**src/rtl/mac_unit_pipe.sv**
```systemverilog
// mac_unit_pipe: two-stage pipelined multiply-accumulate unit.
// Stage 1 registers the full-width product of A and B. Stage 2 sign- or
// zero-extends it and accumulates it. A dot product is framed every VEC_LEN
// accepted samples, and out_last marks the final value of each vector.
// overflow is sticky within a vector. A synchronous clear aborts the vector.
// Optional feature: define MAC_SATURATE_EN to clamp acc_out on overflow.
// Without MAC_SATURATE_EN, acc_out wraps modulo 2^ACC_W.
module mac_unit_pipe #(
    parameter int DATA_W  = 8,
    parameter int ACC_W   = 24,
    parameter int VEC_LEN = 4,
    parameter int SIGNED  = 0
) (
    input  logic              clk,
    input  logic              rst,
    input  logic              in_valid,
    input  logic              clear,
    input  logic [DATA_W-1:0] A,
    input  logic [DATA_W-1:0] B,
    output logic [ACC_W-1:0]  acc_out,
    output logic              out_valid,
    output logic              out_last,
    output logic              overflow
);

    localparam int PROD_W = 2 * DATA_W;
    localparam int CNT_W  = (VEC_LEN > 1) ? $clog2(VEC_LEN) : 1;
    localparam logic [CNT_W-1:0] CNT_END = CNT_W'(VEC_LEN - 1);

    // Stage-1 state
    logic [PROD_W-1:0] r_prod;
    logic              r_v1;
    logic              r_last1;
    logic [CNT_W-1:0]  r_cnt;

    // Stage-2 bookkeeping: next stage-2 sample starts a fresh vector
    logic              r_fresh;

    logic [PROD_W-1:0] w_prod;
    logic [ACC_W-1:0]  w_prod_ext;
    logic [ACC_W-1:0]  w_sum;
    logic              w_carry;
    logic              w_add_ovf;
    logic [ACC_W-1:0]  w_acc_next;
    logic              w_cnt_at_end;

    assign w_cnt_at_end = (r_cnt == CNT_END);

    // The multiply and extension are the only places where signedness matters.
    // Operands are pre-extended to PROD_W so the truncated product is exact.
    generate
        if (SIGNED != 0) begin : g_signed
            assign w_prod     = $signed({{DATA_W{A[DATA_W-1]}}, A})
                              * $signed({{DATA_W{B[DATA_W-1]}}, B});
            assign w_prod_ext = ACC_W'($signed(r_prod));
            // Sign overflow: like-signed operands produce a result of the other sign.
            assign w_add_ovf  = (acc_out[ACC_W-1] == w_prod_ext[ACC_W-1])
                             && (w_sum[ACC_W-1] != acc_out[ACC_W-1]);
        end else begin : g_unsigned
            assign w_prod     = {{DATA_W{1'b0}}, A} * {{DATA_W{1'b0}}, B};
            assign w_prod_ext = ACC_W'(r_prod);
            assign w_add_ovf  = w_carry;
        end
    endgenerate

    assign {w_carry, w_sum} = {1'b0, acc_out} + {1'b0, w_prod_ext};

`ifdef MAC_SATURATE_EN
    logic [ACC_W-1:0] w_sat_val;

    // Clamp target: all-ones when unsigned. When signed, the extreme value on
    // the side the addend pushed toward (both operands share a sign on overflow).
    always_comb begin
        if (SIGNED == 0) begin
            w_sat_val = '1;
        end else if (w_prod_ext[ACC_W-1]) begin
            w_sat_val = {1'b1, {(ACC_W-1){1'b0}}};
        end else begin
            w_sat_val = {1'b0, {(ACC_W-1){1'b1}}};
        end
    end
`endif

    // Accumulator update for a non-first sample: clamp or wrap on overflow.
    always_comb begin
        // NOTE: default assignment first so every path drives the signal and no latch is inferred.
        w_acc_next = w_sum;
`ifdef MAC_SATURATE_EN
        if (w_add_ovf) begin
            w_acc_next = w_sat_val;
        end
`endif
    end

    // Stage 1: accept a sample, register its product, and track the position in the vector.
    always_ff @(posedge clk or negedge rst) begin
        if (!rst) begin
            // NOTE: sequential state uses non-blocking assignments so all registers update together.
            r_prod  <= '0;
            r_v1    <= 1'b0;
            r_last1 <= 1'b0;
            r_cnt   <= '0;
        end else if (clear) begin
            r_v1    <= 1'b0;
            r_last1 <= 1'b0;
            r_cnt   <= '0;
        end else if (in_valid) begin
            r_prod  <= w_prod;
            r_v1    <= 1'b1;
            r_last1 <= w_cnt_at_end;
            r_cnt   <= w_cnt_at_end ? '0 : r_cnt + 1'b1;
        end else begin
            r_v1    <= 1'b0;
        end
    end

    // Stage 2: load or accumulate, raise the output pulses, and maintain the sticky overflow flag.
    always_ff @(posedge clk or negedge rst) begin
        if (!rst) begin
            acc_out   <= '0;
            out_valid <= 1'b0;
            out_last  <= 1'b0;
            overflow  <= 1'b0;
            r_fresh   <= 1'b1;
        end else if (clear) begin
            acc_out   <= '0;
            out_valid <= 1'b0;
            out_last  <= 1'b0;
            overflow  <= 1'b0;
            r_fresh   <= 1'b1;
        end else if (r_v1) begin
            out_valid <= 1'b1;
            out_last  <= r_last1;
            r_fresh   <= r_last1;
            if (r_fresh) begin
                acc_out  <= w_prod_ext;
                overflow <= 1'b0;
            end else begin
                acc_out  <= w_acc_next;
                overflow <= overflow | w_add_ovf;
            end
        end else begin
            out_valid <= 1'b0;
            out_last  <= 1'b0;
        end
    end

endmodule

```
**config.mk**
```make
export PLATFORM = sky130hd
export DESIGN_NAME = mac_unit_pipe
export DESIGN_NICKNAME = d
export VERILOG_FILES = /design/src/rtl/mac_unit_pipe.sv
export SDC_FILE = /design/constraint.sdc
export NUM_CORES = 1
export LEC_CHECK = 0
export ABC_AREA = 1
export CAP_MARGIN = 20
export CORE_MARGIN = 1.5
export CORE_UTILIZATION = 60
export CTS_BUF_LIST = sky130_fd_sc_hd__clkbuf_16
export DETAILED_ROUTE_END_ITERATION = 8
export GPL_TIMING_DRIVEN = 0
export PLACE_DENSITY = 0.82
export SLEW_MARGIN = 0
export SYNTH_ARGS = -nofsm -noshare
export SYNTH_HDL_FRONTEND = slang
export SYNTH_SLANG_ARGS = --single-unit
```
**constraint.sdc**
```tcl
create_clock -name clk -period 1.9 [get_ports clk]
set_input_delay 0.38 -clock clk [delete_from_list [all_inputs] [get_ports clk]]
set_output_delay 0.38 -clock clk [all_outputs]
set_load 0.005 [all_outputs]
```
; ---- Yosys cells after proc, flatten, opt, wreduce, memory -nomap -nowiden
; Cells that the tools add are included.
[totals]
elab_cells = 37
input_bits = 20
ff_bits = 48
out_inout_bits = 27
mem_bits_ro = 0
latchBits = 0
ramBits = 0
n_memories = 0
[op_classes]
n_lt_le_gt_ge = 0
multipliers = 1
n_bitwise = 2
n_mux = 19
n_addsub = 2
n_reduce_logical = 3
eq_ne = 1
div_mod_pow = 0
shift = 0
[op_table]
columns = cell, n
row1 = $mux W24, 3
row2 = $add A24 B16 Y25, 1
row3 = $mul A8 B8 Y16, 1
row4 = $mux W1, 13
row5 = $mux W2, 3
row6 = $reduce_bool A2 Y1, 2
row7 = $add A2 B1 Y2 const B, 1
row8 = $eq A2 B2 Y1 const B, 1
row9 = $reduce_and A2 Y1, 1
row10 = $not A1 Y1, 1
row11 = $or A1 B1 Y1, 1

; ---- Longest topological paths before layout
; Gate-level depths: netlist of the first run.
[depth]
word_depth = 5
mapped_depth = 21
ltp_nobuf = 20

; ---- Worst setup path before layout of the first run
; No wires, ideal clock.
[synth_path]
path_kind = input to register
start = in A[0]
end = reg r_prod[8]
required_ns = 1.774
setup_ns = 0.126
setup_slack_ns = -2.177
n_path_buf = 1
cell_stages = 15
arrival_ns = 3.951
cell_sequence = clkbuf_1 > nand2_1 > fa_1 > fa_1 > inv_1 > fa_1 > inv_1 > fa_1 > inv_1 > ha_1 > a21oi_1 > o21ai_0 > or2_2 > nand3_1 > o21ai_0
[synth_between]
elab_chain_len = 1
[synth_rtl]
columns = item, line_no
row1 = "start, declared", 18  ; input logic [DATA_W-1:0] A,
row2 = $mul A8 B8 Y16, 60  ; assign w_prod = {{DATA_W{1'b0}}, A} * {{DATA_W{1'b0}}, B};
row3 = "end signal, assigned", 108  ; r_prod <= w_prod;
row4 = "end, declared", 31  ; logic [PROD_W-1:0] r_prod;
; Every way passes these cells.
; A chain may end at the register's enable or synchronous reset.

; ---- Worst setup path in the final report of the first run
[layout_path]
start = in B[4]
end = reg r_prod[14]
[layout_between]
elab_chain_len = 1
[layout_rtl]
columns = item, line_no
row1 = "start, declared", 19  ; input logic [DATA_W-1:0] B,
row2 = $mul A8 B8 Y16, 60
; Every way passes these cells.

==> run_results.csv, run 1 <==
group,metric,value,unit
status,outcome,"finished with violations",
status,violations,"hold timing, setup timing",
sta,setup_slack,-1.62,ns
floorplanning,core-area,9150,µm²
sta,drv_slew,0,
worst_setup_path,cp.arrival,3.70,ns
power,ir_drop,0.578,mV
layout,reg_top3,"acc_out (24), r_prod (16), r_cnt (2)",
drt,routed_via_density,5.48,
worst_setup_path,cp-start-kind,"input port",
power,p_total,0.00720,W
sta,rsz0062_at_grt,"yes",
placed_design,detailed_place_hpwl,11300,µm
placed_design,port_buffers,30,
sta,hold_viol_final,6,
logic_synthesis,synth.ff_latch_count,48,
drt,firstDrtPassIters,5,
floorplanning,ioPinCount,47,
logic_synthesis,synth_top_area_cell,"dfrtp_1",
drt,drc,0,
placed_design,placed_cell_area,6350,µm²
power,clkPwrFrac,0.145,
hold_path,hold_path_class,"input port to async pin",
clocking,h-tree-depth,2,
clocking,cts_tree,"done",
layout,largest_reg_flops,24,
logic_synthesis,syn-num-nets,953,
global_routing,grt_pass1_wl,24400,µm
clocking,holdBufCountCts,0,
clocking,clkTransAtPathRegs,0.07,ns
global_routing,grt_pass1_vias,5432,
sta,setup_viol,13,
global_routing,track_usage,0.305,
drt,drt.antenna.violating_nets,0,
worst_setup_path,endpoint_kind,"flip-flop",
floorplanning,start_util,0.611,
layout,drive_gt1_frac,0.207,
sta,clock_skew,0.00676,ns
logic_synthesis,ys_seq_area_frac,0.215,
drt,vias,5553,
logic_synthesis,synth_warnings,0,
layout,final_nets,1011,
floorplanning,rows,35,
logic_synthesis,synth_cell_types,33,
power,switching_power,0.00331,W
placed_design,pre_cts_ws,-1.97,ns
sta,period_needed,3.52,ns
logic_synthesis,synth.most_common_cell,"nand2_1",
logic_synthesis,synthFlopType,"dfrtp_1",
layout,syn2layout_area_growth,30.3,%
logic_synthesis,synthArstFlopShare,1.00,
floorplanning,fp.dieH,99.5,µm
logic_synthesis,syn_inst,843,
clocking,clock_latency,0.30,ns
logic_synthesis,synth_commonest_cells,"267 x nand2_1, 184 x inv_1, 63 x nor2_1",
logic_synthesis,netlist.area_leader.share,0.210,
layout,design_area,7280,µm²
sta,maxSlewHeadroom,0.601,
worst_setup_path,critical_path_class,"input port to flip-flop",
placed_design,finalWeightedCongestion,0.929,
sta,fmax,284,MHz
power,power_frac_comb,0.657,
clocking,cts_buffer_depth,2,
layout,largest-register,"acc_out",
floorplanning,die-area,9910,µm²
power,leakagePower,3.97,nW
worst_setup_path,required,2.09,ns
global_routing,antenna_found_initial,0,
layout,final_util,0.796,
power,power.internal,0.00389,W
drt,drtIter0Drc,239,
drt,wl,15600,µm
clocking,cts_root_buf,"clkbuf_16",
clocking,cts_inserted_buffers,5,
sta,timing.hold.ws,-0.00814,ns
power,seq_power_share,0.198,
sta,min_period_over_period,1.85,
logic_synthesis,synth.area.top_cells,"dfrtp_1 21%, nand2_1 18%, fa_1 13%",
logic_synthesis,synth.cell_area,5590,µm²
global_routing,grt_max_degree,34,
power,powerDensity,989,nW/µm²
logic_synthesis,synth_edf_count,0,
clocking,cts.sinks,48,
worst_setup_path,cp_max_fo,8,
floorplanning,die_width,99.5,µm
drt,wl_per_cell,15.4,µm
sta,tightest_slew,0.599,ns
layout,antenna_cells,0,
sta,setup_tns,-17.48,ns
flow_run,max_cap_violations,0,
global_routing,overflow,0,
power,p_sw_frac,0.460,
logic_synthesis,avgSynthCellArea,6.63,µm²
-- repair_timing --
action                                  in CTS  in global routing
gates resized for setup                     62                 79
endpoints found under the setup margin      22                 32
pin swaps                                   29                 30
setup buffers                                9                 11
endpoints found under the hold margin        0                  0
-- area by class of cell --
cell class,instances,area (µm²)
Timing Repair Buffer,51,495
Sequential cell,48,1200
Buffer,25,325
Multi-Input combinational cell,586,4260
Clock inverter,3,46.3
Inverter,184,691
Fill cell,609,1870
Tap cell,111,139
Clock buffer,5,125
-- metrics by stage --
stage	hold slack (ns)	instances
2_1_floorplan	0.0844	843
3_3_place_gp	0.474	984
3_5_place_dp	0.321	985
4_1_cts	0.0126	1002
5_1_grt	0.0179	1013
6_report	-0.00814	1013
-- layer usage --
layer / track usage / vias up / wire (µm)
met5: 0 / - / 0
met4: 0.105 / 0 / 703
met3: 0.0288 / 56 / 720
met2: 0.586 / 214 / 8150
met1: 0.351 / 2604 / 6010
li1: - / 2679 / -
-- path summary, 6_finish.rpt --
path                                            start                 endpoint  slack (ns)  cells past startpoint
worst max-delay path                             B[4]   r_prod[14]$_DFFE_PN0P_       -1.62                     19
worst min-delay path                              rst   acc_out[2]$_DFFE_PN0P_      -0.008                      1
worst max register to register  r_prod[0]$_DFFE_PN0P_  acc_out[12]$_DFFE_PN0P_           0                     11
worst min register to register   overflow$_DFFE_PN0P_     overflow$_DFFE_PN0P_        0.52                      2
max in group asynchronous                         rst      r_fresh$_DFFE_PN1P_        1.35                      2
min in group clk                                 B[0]    r_prod[0]$_DFFE_PN0P_        0.39                      3
-- power groups by stage --
stage,Clock [W],Combinational [W],Sequential (W)
after floorplan,0,0.00269,0.00131
final,0.00104,0.00473,0.00142
after detailed placement,0,0.00337,0.00136
after CTS,0.00105,0.00390,0.00134
after global routing,0.00109,0.00516,0.00144
after global placement,0,0.00327,0.00135
-- placed cells by master (no fill, tap or decap), drive strengths merged, types with 5 or more instances in the layout --
cell type | synthesis | layout
a21oi | 28 | 28
buf | 6 | 28
clkbuf | 19 | 24
clkdlybuf4s50 | 0 | 29
dfrtp | 47 | 47
fa | 37 | 37
ha | 53 | 53
inv | 184 | 185
nand2 | 269 | 269
nand3 | 44 | 44
nand4 | 10 | 10
nor2 | 68 | 68
nor3 | 9 | 9
o21ai | 34 | 34
xnor2 | 5 | 5
-- logic make-up after synthesis --
| kind of cell | synth area share |
|---|---|
| buf+inv | 0.142 |
| flops | 0.215 |
| compound gates | 0.0801 |
| simple gates | 0.298 |
| fa+ha+maj | 0.251 |
| xor+xnor | 0.0141 |
-- worst max-delay path: stages --
cell      delay [ns]
clkbuf_8        0.14
nand2_2         0.06
fa_1            0.51
fa_1            0.51
inv_2           0.04
fa_1            0.47
inv_1           0.05
fa_1            0.49
inv_2           0.05
ha_4            0.32
nand2_4         0.09
nor2_1          0.15
nand2_1         0.09
nand2_2         0.09
nand2_2         0.06
nand2_1         0.06
nand2_1         0.04
nand3_1         0.07
nand2_1         0.05
Power figures use the tool's default switching activity.
==> run 2, diff against run 1 <==
--- a/config.mk
+++ b/config.mk
@@ -6,13 +6,12 @@
 export NUM_CORES = 1
 export LEC_CHECK = 0
 export ABC_AREA = 1
-export CAP_MARGIN = 20
+export CORE_ASPECT_RATIO = 1.75
 export CORE_MARGIN = 1.5
-export CORE_UTILIZATION = 60
+export CORE_UTILIZATION = 45
 export CTS_BUF_LIST = sky130_fd_sc_hd__clkbuf_16
 export DETAILED_ROUTE_END_ITERATION = 8
 export GPL_TIMING_DRIVEN = 0
-export PLACE_DENSITY = 0.82
 export SLEW_MARGIN = 0
 export SYNTH_ARGS = -nofsm -noshare
 export SYNTH_HDL_FRONTEND = slang
==> run_results.csv, run 2 (synthesis gave the netlist of run 1 again) <==
group,metric,value,unit
drt,drtIter0Drc,150,
worst_setup_path,critical_path_class,"input port to flip-flop",
global_routing,grt_most_used_layer,"met2",
placed_design,port_buffers,30,
placed_design,pre_cts_ws,-2.01,ns
floorplanning,die_width,87.3,µm
worst_setup_path,cp_max_fo,8,
sta,period_needed,3.49,ns
drt,drc,0,
worst_setup_path,endpoint_kind,"flip-flop",
layout,final_common_cell,"nand2_1",
floorplanning,fp.dieH,150,µm
sta,clock_skew,0.00514,ns
worst_setup_path,crit_buf_inv,4,
worst_setup_path,reg2regPathDepth,11,
drt,drt.antenna.violating_nets,0,
global_routing,use_met3,0.0154,
flow_run,max_cap_violations,0,
global_routing,antenna_found_initial,0,
drt,routed_via_density,5.06,
drt,wl_per_cell,15.2,µm
clocking,clock_latency,0.29,ns
status,violations,"setup timing",
drt,wl,16100,µm
layout,drive_gt1_frac,0.205,
global_routing,grt_use_met2,0.538,
clocking,clkTransAtPathRegs,0.07,ns
sta,setup_slack,-1.59,ns
global_routing,grt_pass1_wl,25800,µm
layout,nFillCells,1134,
worst_setup_path,max_stage_delay,0.51,ns
global_routing,grt_max_degree,29,
floorplanning,start_util,0.463,
sta,setup_viol,13,
layout,largest_reg_flops,24,
sta,maxSlewHeadroom,0.568,
clocking,h-tree-depth,2,
global_routing,track_usage,0.255,
clocking,cts_buffer_depth,2,
layout,layout_common_cells,"236 x nand2_1, 164 x inv_1, 50 x nor2_1, 44 x dfrtp_1, 33 x fa_1",
layout,antenna_cells,0,
status,outcome,"finished with violations",
worst_setup_path,worstSetupStartpoint,"A[5]",
clocking,cts.sinks,48,
clocking,cts_root_buf,"clkbuf_16",
worst_setup_path,cp-start-kind,"input port",
placed_design,finalWeightedCongestion,0.941,
sta,setup_tns,-16.03,ns
layout,final_nets,1006,
sta,timing.hold.ws,0.0489,ns
placed_design,detailed_place_hpwl,13300,µm
layout,largest-register,"acc_out",
floorplanning,rows,53,
worst_setup_path,cp.depth,18,
worst_setup_path,required,2.13,ns
global_routing,overflow,0,
layout,syn2layout_area_growth,31.3,%
worst_setup_path,path_delay_family,"adder cells",
sta,tightest_slew,0.648,ns
power,powerDensity,938,nW/µm²
drt,vias,5369,
worst_setup_path,crit_chain,"clkbuf_16 -> nand2_1 -> inv_1 -> fa_1 -> fa_1 -> fa_1 -> inv_1 -> fa_1 -> inv_2 -> ha_4 -> a21o_1 -> nor2_1 -> nand2_2 -> nand2_2 -> nand2_1 -> nand2_1 -> nand3_1 -> nand2_1",
global_routing,grtUsageMet1,0.230,
floorplanning,ioPinCount,47,
sta,drv_slew,0,
sta,hold_viol_final,0,
worst_setup_path,crit_slowest_cell,"fa_1",
sta,min_period_over_period,1.83,
global_routing,grt_pass1_vias,5527,
drt,firstDrtPassIters,4,
power,leakagePower,3.94,nW
sta,rsz0062_at_grt,"yes",
power,ir_drop,0.410,mV
floorplanning,core-area,12100,µm²
clocking,cts_inserted_buffers,5,
floorplanning,die-area,13100,µm²
clocking,cts_tree,"done",
layout,reg_top3,"acc_out (24), r_prod (16), r_cnt (2)",
hold_path,hold_path_class,"input port to async pin",
worst_setup_path,cp.arrival,3.72,ns
sta,fmax,287,MHz
worst_setup_path,r2r-start,"r_prod[0]$_DFFE_PN0P_",
-- run 2: cell count changes in the layout (fill, tap and decap cells not counted), sizes merged --
cell / delta
clkbuf: -2
buf: -3
bufinv: +1
clkinvlp: -1
-- run 2: through the flow --
step / util / power [W] / instances / instance area, µm²
finish: 0.608 / 0.00689 / 1062 / 7340
detailed placement: 0.531 / 0.00484 / 1039 / 6410
CTS: 0.572 / 0.00638 / 1052 / 6900
floorplan: - / 0.00401 / 843 / 5890
global placement: 0.530 / 0.00478 / 1038 / 6400
global route: 0.608 / 0.00749 / 1062 / 7340
-- run 2: worst register-to-register path: stages, from the launching register on --
cell	delay, ns
dfrtp_1	0.39
ha_2	0.20
inv_2	0.04
fa_2	0.39
nor2_4	0.17
nor2_4	0.06
nor2_4	0.16
inv_1	0.06
nand4_1	0.09
nand3_2	0.09
nand2_1	0.07
nand2_1	0.05
-- run 2: power by group --
part	leakage, nW	switching, W	internal [W]
combinational	3.22	0.00241	0.00187
sequential	0.628	0.000223	0.00119
clock	0.0944	0.000429	0.000760
total	3.94	0.00306	0.00382
-- run 2: path summary, 6_finish.rpt --
path / to / slack [ns]
worst max-delay path: r_prod[14]$_DFFE_PN0P_ / -1.59
worst min-delay path: acc_out[2]$_DFFE_PN0P_ / 0.05
worst max register to register: acc_out[12]$_DFFE_PN0P_ / 0.03
worst min register to register: overflow$_DFFE_PN0P_ / 0.50
max in group asynchronous: r_fresh$_DFFE_PN1P_ / 1.25
min in group clk: r_prod[0]$_DFFE_PN0P_ / 0.38
-- run 2: layer usage --
metal,share of wire,wire length (µm),up-vias
li1,-,-,2683
met1,0.33,5360,2532
met2,0.59,9560,108
met3,0.015,249,46
met4,0.058,935,0
met5,0,0,-
-- run 2: what timing repair did --
item	in CTS	in global routing
buffers inserted	5	10
hold endpoints to repair	0	0
gates resized for setup	61	81
pin swaps	21	28
hold buffers	0	0
setup endpoints to repair	27	37
-- run 2: area by class of cell --
cell class                      count  area [µm²]  share of cell area
Multi-Input combinational cell    586        4260               0.580
Sequential cell                    48        1210               0.164
Inverter                          184         691              0.0941
Timing Repair Buffer               46         435              0.0593
Buffer                             25         350              0.0477
Tap cell                          165         206              0.0281
Clock buffer                        5         125              0.0170
Clock inverter                      3        68.8             0.00938
==> run 3, diff against run 2 <==
--- a/config.mk
+++ b/config.mk
@@ -12,6 +12,7 @@
 export CTS_BUF_LIST = sky130_fd_sc_hd__clkbuf_16
 export DETAILED_ROUTE_END_ITERATION = 8
 export GPL_TIMING_DRIVEN = 0
+export PLACE_DENSITY = 0.67
 export SLEW_MARGIN = 0
 export SYNTH_ARGS = -nofsm -noshare
 export SYNTH_HDL_FRONTEND = slang
==> constraint.sdc (replaced) <==
create_clock -name clk -period 3 [get_ports clk]
set_input_delay 0.6 -clock clk [delete_from_list [all_inputs] [get_ports clk]]
set_output_delay 0.6 -clock clk [all_outputs]
set_load 0.005 [all_outputs]
==> run_results.csv, run 3 (synthesis gave the netlist of run 1 again) <==
group,metric,value,unit
worst_setup_path,r2r-start,"r_prod[0]$_DFFE_PN0P_",
clocking,cts.sinks,48,
sta,clock_skew,0.00717,ns
floorplanning,fp.dieH,150,µm
drt,routed_via_density,4.98,
clocking,clkTransAtPathRegs,0.07,ns
floorplanning,start_util,0.463,
worst_setup_path,reg2reg_to,"acc_out[12]$_DFFE_PN0P_",
clocking,cts_tree,"done",
drt,wl,14900,µm
clocking,holdBufCountCts,0,
power,leakagePower,3.95,nW
layout,design_area,7090,µm²
flow_run,max_cap_violations,0,
worst_setup_path,crit_slowest_cell,"fa_1",
global_routing,grt_max_degree,34,
drt,wl_per_cell,14.0,µm
sta,setup_slack,-0.703,ns
power,power_frac_comb,0.642,
power,p_sw_frac,0.452,
sta,tightest_slew,0.610,ns
placed_design,detailed_place_hpwl,12000,µm
sta,min_period_over_period,1.23,
drt,firstDrtPassIters,6,
sta,maxSlewHeadroom,0.592,
hold_path,hold_path_class,"input port to async pin",
sta,hold_viol_final,0,
floorplanning,core-area,12100,µm²
power,seq_power_share,0.190,
worst_setup_path,r2r_setup_slack,0.97,ns
status,violations,"setup timing",
power,clkPwrFrac,0.167,
sta,setup_viol,11,
global_routing,grt_pass1_wl,24600,µm
sta,timing.hold.ws,0.213,ns
layout,largest-register,"acc_out",
worst_setup_path,endpoint_kind,"flip-flop",
layout,regArea,1200,µm²
drt,drc,0,
clocking,cts_root_buf,"clkbuf_16",
power,power.internal,0.00245,W
clocking,h-tree-depth,2,
clocking,clock_latency,0.30,ns
global_routing,grt_pass1_vias,5400,
layout,layout_common_cells,"246 x nand2_1, 165 x inv_1, 56 x nor2_1, 47 x dfrtp_1, 45 x ha_1",
layout,final_util,0.587,
worst_setup_path,max_stage_delay,0.51,ns
global_routing,overflow,0,
clocking,cts_buffer_depth,2,
sta,rsz0062_at_grt,"yes",
sta,fmax,270,MHz
floorplanning,ioPinCount,47,
layout,drive_gt1_frac,0.156,
layout,final_nets,1006,
power,switching_power,0.00202,W
global_routing,track_usage,0.241,
floorplanning,die-area,13100,µm²
power,powerDensity,631,nW/µm²
worst_setup_path,path_delay_family,"adder cells",
worst_setup_path,required,3.24,ns
clocking,cts_inserted_buffers,5,
worst_setup_path,reg2regPathDepth,11,
sta,period_needed,3.70,ns
layout,antenna_cells,0,
drt,drt.antenna.violating_nets,0,
layout,largest_reg_flops,24,
floorplanning,die_width,87.3,µm
drt,drtIter0Drc,177,
sta,drv_slew,0,
power,ir_drop,0.311,mV
layout,syn2layout_area_growth,26.8,%
worst_setup_path,cp.arrival,3.94,ns
worst_setup_path,critical_path_class,"input port to flip-flop",
layout,multiInputGateArea,4020,µm²
worst_setup_path,cp-start-kind,"input port",
placed_design,port_buffers,30,
layout,reg_top3,"acc_out (24), r_prod (16), r_cnt (2)",
floorplanning,rows,53,
worst_setup_path,cp_max_fo,7,
placed_design,placed_cell_area,6390,µm²
layout,nFillCells,1164,
worst_setup_path,cpMostUsedCell,"fa_1",
status,outcome,"finished with violations",
worst_setup_path,crit_buf_inv,4,
worst_setup_path,crit_chain,"clkbuf_16 -> nand2_4 -> fa_1 -> fa_1 -> inv_1 -> fa_1 -> inv_1 -> fa_1 -> inv_2 -> ha_4 -> a21oi_4 -> nor2_2 -> nor2_1 -> nand2_2 -> nand2_2 -> nand2_1 -> nand2_1 -> nand3_2 -> nand2_1",
placed_design,finalWeightedCongestion,0.954,
layout,final_common_cell,"nand2_1",
drt,vias,5294,
global_routing,antenna_found_initial,0,
## run 3: cell count changes in the layout (fill, tap and decap cells not counted), sizes merged
cell	delta
clkbuf	+1
buf	-1
## run 3: area by class of cell
type,count,share of cell area
Buffer,25,0.0431
Clock buffer,5,0.0177
Clock inverter,3,0.00971
Inverter,184,0.0982
Multi-Input combinational cell,586,0.567
Sequential cell,48,0.170
Tap cell,165,0.0291
Timing Repair Buffer,46,0.0651
## run 3: power groups by stage
stage	Sequential, W	Clock (W)	Combinational, W
after floorplan	0.000832	0	0.00170
after global placement	0.000858	0	0.00213
after detailed placement	0.000860	0	0.00216
after CTS	0.000849	0.000761	0.00260
after global routing	0.000867	0.000783	0.00318
final	0.000851	0.000749	0.00287
## run 3: metrics by stage
step                      setup WS, ns  instances  total power (W)  setup TNS [ns]
after global placement           -1.02       1038          0.00299          -14.15
after floorplan                 -0.791        843          0.00253           -7.26
after global routing            -0.810       1062          0.00483           -7.43
final                           -0.703       1062          0.00447           -6.20
after CTS                       -0.705       1057          0.00421           -6.02
after detailed placement         -1.06       1039          0.00302           -9.64
## run 3: worst max-delay path by stage
| stage | startpoint | to | slack (ns) | cells after the start |
|---|---|---|---|---|
| 6_report | B[5] | r_prod[14]$_DFFE_PN0P_ | -0.70 | 19 |
| 3_5_place_dp | A[6] | r_prod[14]$_DFFE_PN0P_ | -1.06 | 17 |
| 4_1_cts | A[4] | r_prod[14]$_DFFE_PN0P_ | -0.71 | 18 |
| 3_3_place_gp | A[6] | r_prod[15]$_DFFE_PN0P_ | -1.02 | 15 |
| 2_1_floorplan | B[5] | r_prod[14]$_DFFE_PN0P_ | -0.79 | 18 |
| 5_1_grt | B[2] | r_prod[14]$_DFFE_PN0P_ | -0.81 | 19 |
## run 3: layer usage
metal,up-vias,global-route usage,wire [µm]
li1,2670,-,-
met1,2499,0.228,5190
met2,91,0.492,8790
met3,34,0.0170,232
met4,0,0.126,659
met5,-,0,0
## run 3: what timing repair did
item,CTS,global route
pin swaps,30,32
resized for setup,57,49
buffers inserted,10,5
endpoints found under the setup margin,10,12
